**src/rtl/seq_run_detector_pkg.sv**
```systemverilog
// seq_run_detector_pkg: shared state encodings and default sizes for the run detector
package seq_run_detector_pkg;
  typedef enum logic {
    ST_IDLE = 1'b0,
    ST_RUN  = 1'b1
  } state_e;
  localparam int RUN_LEN_DEF = 2;
  localparam int CNT_W_DEF   = 4;
  localparam int DET_W_DEF   = 8;
endpackage

```
**src/rtl/seq_run_detector_sat_counter.sv**
```systemverilog
// sat_counter: saturating up-counter with synchronous clear and optional load-to-1
module sat_counter #(
  parameter int W = 4
) (
  input  logic         clk,
  input  logic         rst,
  input  logic         clear_i,
  input  logic         en_i,
  input  logic         load_i,
  output logic [W-1:0] value_o,
  output logic [W-1:0] inc_o
);
  logic [W-1:0] cnt_q, cnt_d;
  assign inc_o   = &cnt_q ? cnt_q : cnt_q + 1'b1;
  assign value_o = cnt_q;
  // clear beats enable; load restarts the count at 1 instead of incrementing
  always_comb cnt_d = clear_i ? '0 : !en_i ? cnt_q : load_i ? W'(1) : inc_o;
  // count register
  always_ff @(posedge clk or posedge rst)
    if (rst) cnt_q <= '0;
    else     cnt_q <= cnt_d;
endmodule

```
**src/rtl/seq_run_detector.sv**
```systemverilog
// seq_run_detector: Mealy detector for runs of RUN_LEN identical bits with saturating counters
module seq_run_detector
  import seq_run_detector_pkg::*;
#(
  parameter int RUN_LEN = RUN_LEN_DEF,
  parameter int CNT_W   = CNT_W_DEF,
  parameter int DET_W   = DET_W_DEF
) (
  input  logic             clk,
  input  logic             rst,
  input  logic             clear,
  input  logic             overlap,
  input  logic             in_valid,
  input  logic             in_bit,
  output logic             det,
  output logic             det_q,
  output logic             run_bit,
  output logic [CNT_W-1:0] run_len,
  output logic [DET_W-1:0] det_count
);
  state_e           state_q;
  logic             run_bit_q, det_q_q;
  logic             take, extend, restart;
  logic [CNT_W-1:0] run_inc, len_nxt;
  logic [DET_W-1:0] det_inc;
  assign take    = in_valid & ~clear;
  assign extend  = (state_q == ST_RUN) & (in_bit == run_bit_q);
  assign len_nxt = extend ? run_inc : CNT_W'(1);
  assign det     = ~rst & take & (overlap ? len_nxt >= CNT_W'(RUN_LEN) : len_nxt == CNT_W'(RUN_LEN));
  assign restart = take & det & ~overlap;
  assign run_bit = run_bit_q;
  assign det_q   = det_q_q;
  sat_counter #(.W(CNT_W)) u_run_len (
    .clk     (clk),
    .rst     (rst),
    .clear_i (clear | restart),
    .en_i    (take),
    .load_i  (~extend),
    .value_o (run_len),
    .inc_o   (run_inc)
  );
  sat_counter #(.W(DET_W)) u_det_count (
    .clk     (clk),
    .rst     (rst),
    .clear_i (clear),
    .en_i    (det),
    .load_i  (1'b0),
    .value_o (det_count),
    .inc_o   (det_inc)
  );
  // run FSM; a non-overlapping detect drops back to IDLE so the next bit starts afresh
  always_ff @(posedge clk or posedge rst)
    if (rst) begin
      state_q   <= ST_IDLE;
      run_bit_q <= 1'b0;
      det_q_q   <= 1'b0;
    end else begin
      det_q_q <= det;
      if (clear) begin
        state_q   <= ST_IDLE;
        run_bit_q <= 1'b0;
      end else if (take) begin
        state_q   <= restart ? ST_IDLE : ST_RUN;
        run_bit_q <= in_bit;
      end
    end
  logic unused_det_inc;
  assign unused_det_inc = ^det_inc;
endmodule
```
**config.mk**
```make
export PLATFORM = sky130hd
export DESIGN_NAME = seq_run_detector
export DESIGN_NICKNAME = d
export VERILOG_FILES = /design/src/rtl/seq_run_detector_pkg.sv /design/src/rtl/seq_run_detector_sat_counter.sv /design/src/rtl/seq_run_detector.sv
export SDC_FILE = /design/constraint.sdc
export NUM_CORES = 1
export LEC_CHECK = 0
export CAP_MARGIN = 20
export CORE_AREA = 5 5 49 51
export DETAILED_ROUTE_END_ITERATION = 10
export DIE_AREA = 0 0 54 56
export GPL_TIMING_DRIVEN = 0
export PLACE_DENSITY = 0.74
export SYNTH_ARGS = -nofsm -noshare
export SYNTH_HDL_FRONTEND = slang
export SYNTH_SLANG_ARGS = --single-unit
```
**constraint.sdc**
```tcl
create_clock -name clk -period 2.3 [get_ports clk]
set_input_delay 0.46 -clock clk [delete_from_list [all_inputs] [get_ports clk]]
set_output_delay 0.46 -clock clk [all_outputs]
set_load 0.02 [all_outputs]
```
# Word level (Yosys, flattened, before mapping)
# Index checks and enable logic that the tools add are counted.
# classes
addsub	2
magnitude_cmp	1
n_eq_ne	3
mux	13
bitwise_logic	10
reduce_logical	6
# op_table
op	n
$mux W8	3
$mux W4	4
$add A8 B1 Y8 const B	1
$reduce_and A8 Y1	1
$and A1 B1 Y1	6
$mux W1	6
$reduce_bool A2 Y1	3
$add A4 B1 Y4 const B	1
$eq A4 B2 Y1 const B	1
$ge A4 B2 Y1 const B	1
$reduce_and A4 Y1	1
$not A1 Y1	3
$ne A2 B2 Y1 const B	1
$reduce_and A2 Y1	1
$eq A1 B1 Y1	1
$or A1 B1 Y1	1
# totals
register_bits	15
inputBits	6
output_inout_bits	15
elab_cells	40

# Longest topological paths before layout
# logic_depth
ltp_word	11
ltp_mapped	8
ltp_nobuf	7

# Cells and area by module
# From an unflattened synthesis, not the netlist that was laid out.
# unflattened
cells_unflattened	125
area_unflattened_um2	1128.6
# by_module_without_submodules
mod	instances	cells_per_inst	area_per_inst_um2
sat_counter (u_det_count)	1	75	678.2
sat_counter (u_run_len)	1	31	262.8
seq_run_detector	1	19	187.7

# Least setup slack after synthesis
# OpenSTA, ideal clock, no wires.
# synth_timing
path_type	register -> output
startpoint	reg u_run_len.cnt_q[0], in the netlist u_run_len.value_o[0]
endpoint	out det
t_arrival_ns	1.673
required_time_ns	1.840
slack_ns	0.167
path_stages_with_launch	7
path_buffers	1
path_cell_list	dfrtp_1 > ha_1 > and3b_1 > o2111a_2 > o221ai_2 > buf_4 > inv_2
# synth_via
elab_chain_cells	6
# synth_rtl
element	line	source
from (decl)	seq_run_detector_sat_counter.sv:13	logic [W-1:0] cnt_q, cnt_d;
from (signal assigned)	seq_run_detector_sat_counter.sv:21	else cnt_q <= cnt_d;
$add A4 B1 Y4 or $reduce_and A4 Y1 (tied branches)	seq_run_detector_sat_counter.sv:14	assign inc_o = &cnt_q ? cnt_q : cnt_q + 1'b1;
$mux W4 (*)	seq_run_detector_sat_counter.sv:14	
$mux W4 (*)	seq_run_detector.sv:28	assign len_nxt = extend ? run_inc : CNT_W'(1);
$ge A4 B2 Y1 or $eq A4 B2 Y1 (tied branches)	seq_run_detector.sv:29	assign det = ~rst & take & (overlap ? len_nxt >= CNT_W'(RUN_LEN) : len_nxt == CNT_W'(RUN_LEN));
$mux W1 (*)	seq_run_detector.sv:29	
$and A1 B1 Y1 (*)	seq_run_detector.sv:29	
to (decl)	seq_run_detector.sv:15	output logic det,
# Every way passes the cells marked *; elsewhere a longest branch is shown, timed or not.

# Worst setup path after layout
# layout_timing
startpoint	reg u_run_len.cnt_q[1], in the netlist u_run_len.value_o[1]
endpoint	out det
# Same word-level chain as after synthesis.

==> summary.txt <==
Status: finished with violations
Failing checks: negative setup slack
Layout cells sized above 1: 0.2177
Num CTS Buffers: 3
Rows: 16
Fill cell count: 171
Vias/cell: 5.497
Setup Crit Path Kind: flip-flop to primary output
CTS max path bufs: 2
Rel. slew slack: 0.7129
Final Instance Area: 1240 µm²
Register area share after synthesis: 0.4243
Post-DP HPWL: 1441 µm
HP Class: input pin to flip-flop
Post-Place Cell Area: 1109 µm²
Iter 0 DRT Violations: 19
Routability cong.: 0.8378
Antenna violations before repair: 0
Nets@finish: 133
First-pass GRT wire length: 3477 µm
Final std cells w/o fill: 151
Clk_skew: 10.12 ps
Cts hold-fix bufs: 0
Gr usage total: 0.1542
Final ANT Viol Nets: 0
Hold slack: 372.3 ps
Area leader, netlist: dfrtp_1
WL per Instance: 14.28 µm
Arrival @ worst endpoint: 1840 ps
Final setup vio count: 1
Comb pwr share: 0.141
Max cap viols: 0
P&R area growth vs syn: 40.17%
Ys Warns: 0
Cells after DPL: 138
Port bufs: 19
Fmax: 0.4347 GHz
Routed wire length: 2156 µm
Most common flop cell mapped by yosys: dfrtp_1
FF+latch count, synth: 15
Core area: 1902 µm²
Slack of the critical path: -0.3595 ps
Distinct cell type count after synthesis: 36
Asr flop ratio synth: 1.000
Met2 GRT Util: 0.2232
Most common cell in the synthesized netlist: dfrtp_1
Net Sw Power: 0.0001280 W
R2r startpoint: u_run_len.value_o[1]
Die extent in y: 56 µm
Crit-path max FO: 6
Sink Count: 15
Count of pins over their slew limit: 0
Global-route track usage on met1: 0.1947
Synth area leaders: dfrtp_1 (42%), a21oi_1 (6.2%), nand3_1 (3.4%)
CTS tree: done
Pint: 0.0003665 W
Clock network fraction of design power: 0.307
Sequential Power Share: 0.552
Initial Util: 0.4651
Post-synth EDFFs: 0
Max VDD drop: 0.0003338 V
CTS clock-pin slew for the worst setup and hold paths: 90 ps
Die ar.: 3024 µm²
Syn Nets: 100
Leak: 0.5157 nW
Worst setup EP type: primary output
Post-synth top area share: 0.4243
Synth top cells by count: dfrtp_1 (15), a21oi_1 (11), nor2_1 (7)
I/O pins: 21
Root Buffer: clkbuf_4
Hold path startpoint: clear
Worst skew pair latency: 290 ps
H-tree depth: 1
Crit path from: u_run_len.value_o[1]
Post-synthesis cell count: 92
Vias in the first global route: 769
Remaining DRCs: 0
Post-route total power: 0.0004945 W
Gr ovfl total: 0
RSZ-0062 raised after global routing: yes
ANT cells: 0
Pwr/cell area: 398.8 nW/µm²
Syn_area_per_cell: 9.615 µm²
Setup_tns: -0.3595 ps
Worst EP required: 1840 ps
Worst-margin pin slew: 428.7 ps
Vias: 830
Fin crit period: 2300 ps
Switching part of the total power: 0.2589
Die width: 54 µm
Largest net degree at the start of global routing: 16
Fin crit share: 1.000
Area of the mapped netlist: 884.6 µm²
Kind of start point of the critical path: flip-flop
GRT met3 Usage: 0.06434
Drt first pass iters: 4
Fin. Hold Viols: 0
Busiest grt layer: met2
per-layer routing:
| layer | part of all wire | vias up |
|---|---|---|
| met5 | 0 | - |
| met4 | 0.022 | 0 |
| met3 | 0.056 | 7 |
| met2 | 0.44 | 23 |
| met1 | 0.48 | 386 |
| li1 | - | 414 |
worst paths after layout:
kind / to / slack [ps] / cells past startpoint
worst max-delay path: det / -0.4 / 7
worst min-delay path: u_det_count.value_o[7] / 370 / 2
worst max register to register: u_det_count.value_o[5] / 290 / 7
worst min register to register: u_det_count.value_o[3] / 540 / 1
max in group asynchronous: u_run_len.value_o[0] / 1500 / 3
min in group asynchronous: u_run_len.value_o[3] / 600 / 3
flip-flops by register name, summed over array words and instances, names as in the netlist:
name	count
run_bit	1
u_run_len.value_o	4
u_det_count.value_o	8
det_q	1
state_q	1
cell type report:
class	instances	area, µm²	share of cell area
timing repair buffer	28	257.7	0.2079
tap	27	33.78	0.02725
multi-input combinational	70	495.5	0.3996
clock inverter	1	5.005	0.004036
clock buffer	3	22.52	0.01816
sequential	15	377.9	0.3047
inverter	4	21.27	0.01715
buffer	3	26.28	0.02119
critical path: stages, from the launching register on:
cell and delay, ps:
dfrtp_2 440, ha_4 180, and3b_1 180, o2111a_2 280, o221ai_4 190, buf_6 130, inv_4 30, buf_6 120
cell families after synthesis:
| family | count (synthesis) | share of synthesized area |
|---|---|---|
| AND/OR/NAND/NOR | 38 | 0.2475 |
| buffers and inverters | 7 | 0.04243 |
| adder cells (fa/ha/maj) | 2 | 0.02828 |
| XOR/XNOR | 1 | 0.01839 |
| multiplexers | 2 | 0.02404 |
| AO/OA/AOI/OAI | 27 | 0.2150 |
| flip-flops | 15 | 0.4243 |
cell usage in the layout, fill, tap and decap left out, types with 5 or more instances in the layout:
cell type,n
nand3_1,6
buf_4,9
nand2_1,5
clkdlybuf4s50_1,17
a21oi_1,11
nor2_1,7
dfrtp_1,13
per-stage QoR:
step                      utilization  worst slack (ps)
final                          0.6520           -0.3595
after global routing           0.6520            -51.52
after CTS                      0.6520            -19.83
after detailed placement       0.5829            -888.8
after global placement         0.5829            -872.5
after floorplan                     -             166.6
timing repair:
action                                  4_1_cts  5_1_grt
setup buffers                                 9        0
pin swaps                                     4        1
cloned                                        0        0
endpoints found under the setup margin        1        1
resized for setup                            15        0
power groups by stage:
stage | sequential [W] | combinational (W) | clock, W
3_3_place_gp | 0.000279 | 0.0000544 | 0
2_1_floorplan | 0.000281 | 0.0000305 | 0
4_1_cts | 0.000273 | 0.0000691 | 0.000156
6_report | 0.000273 | 0.0000695 | 0.000152
3_5_place_dp | 0.000279 | 0.0000551 | 0
5_1_grt | 0.000273 | 0.0000753 | 0.000169
Power figures use the tool's default switching activity.
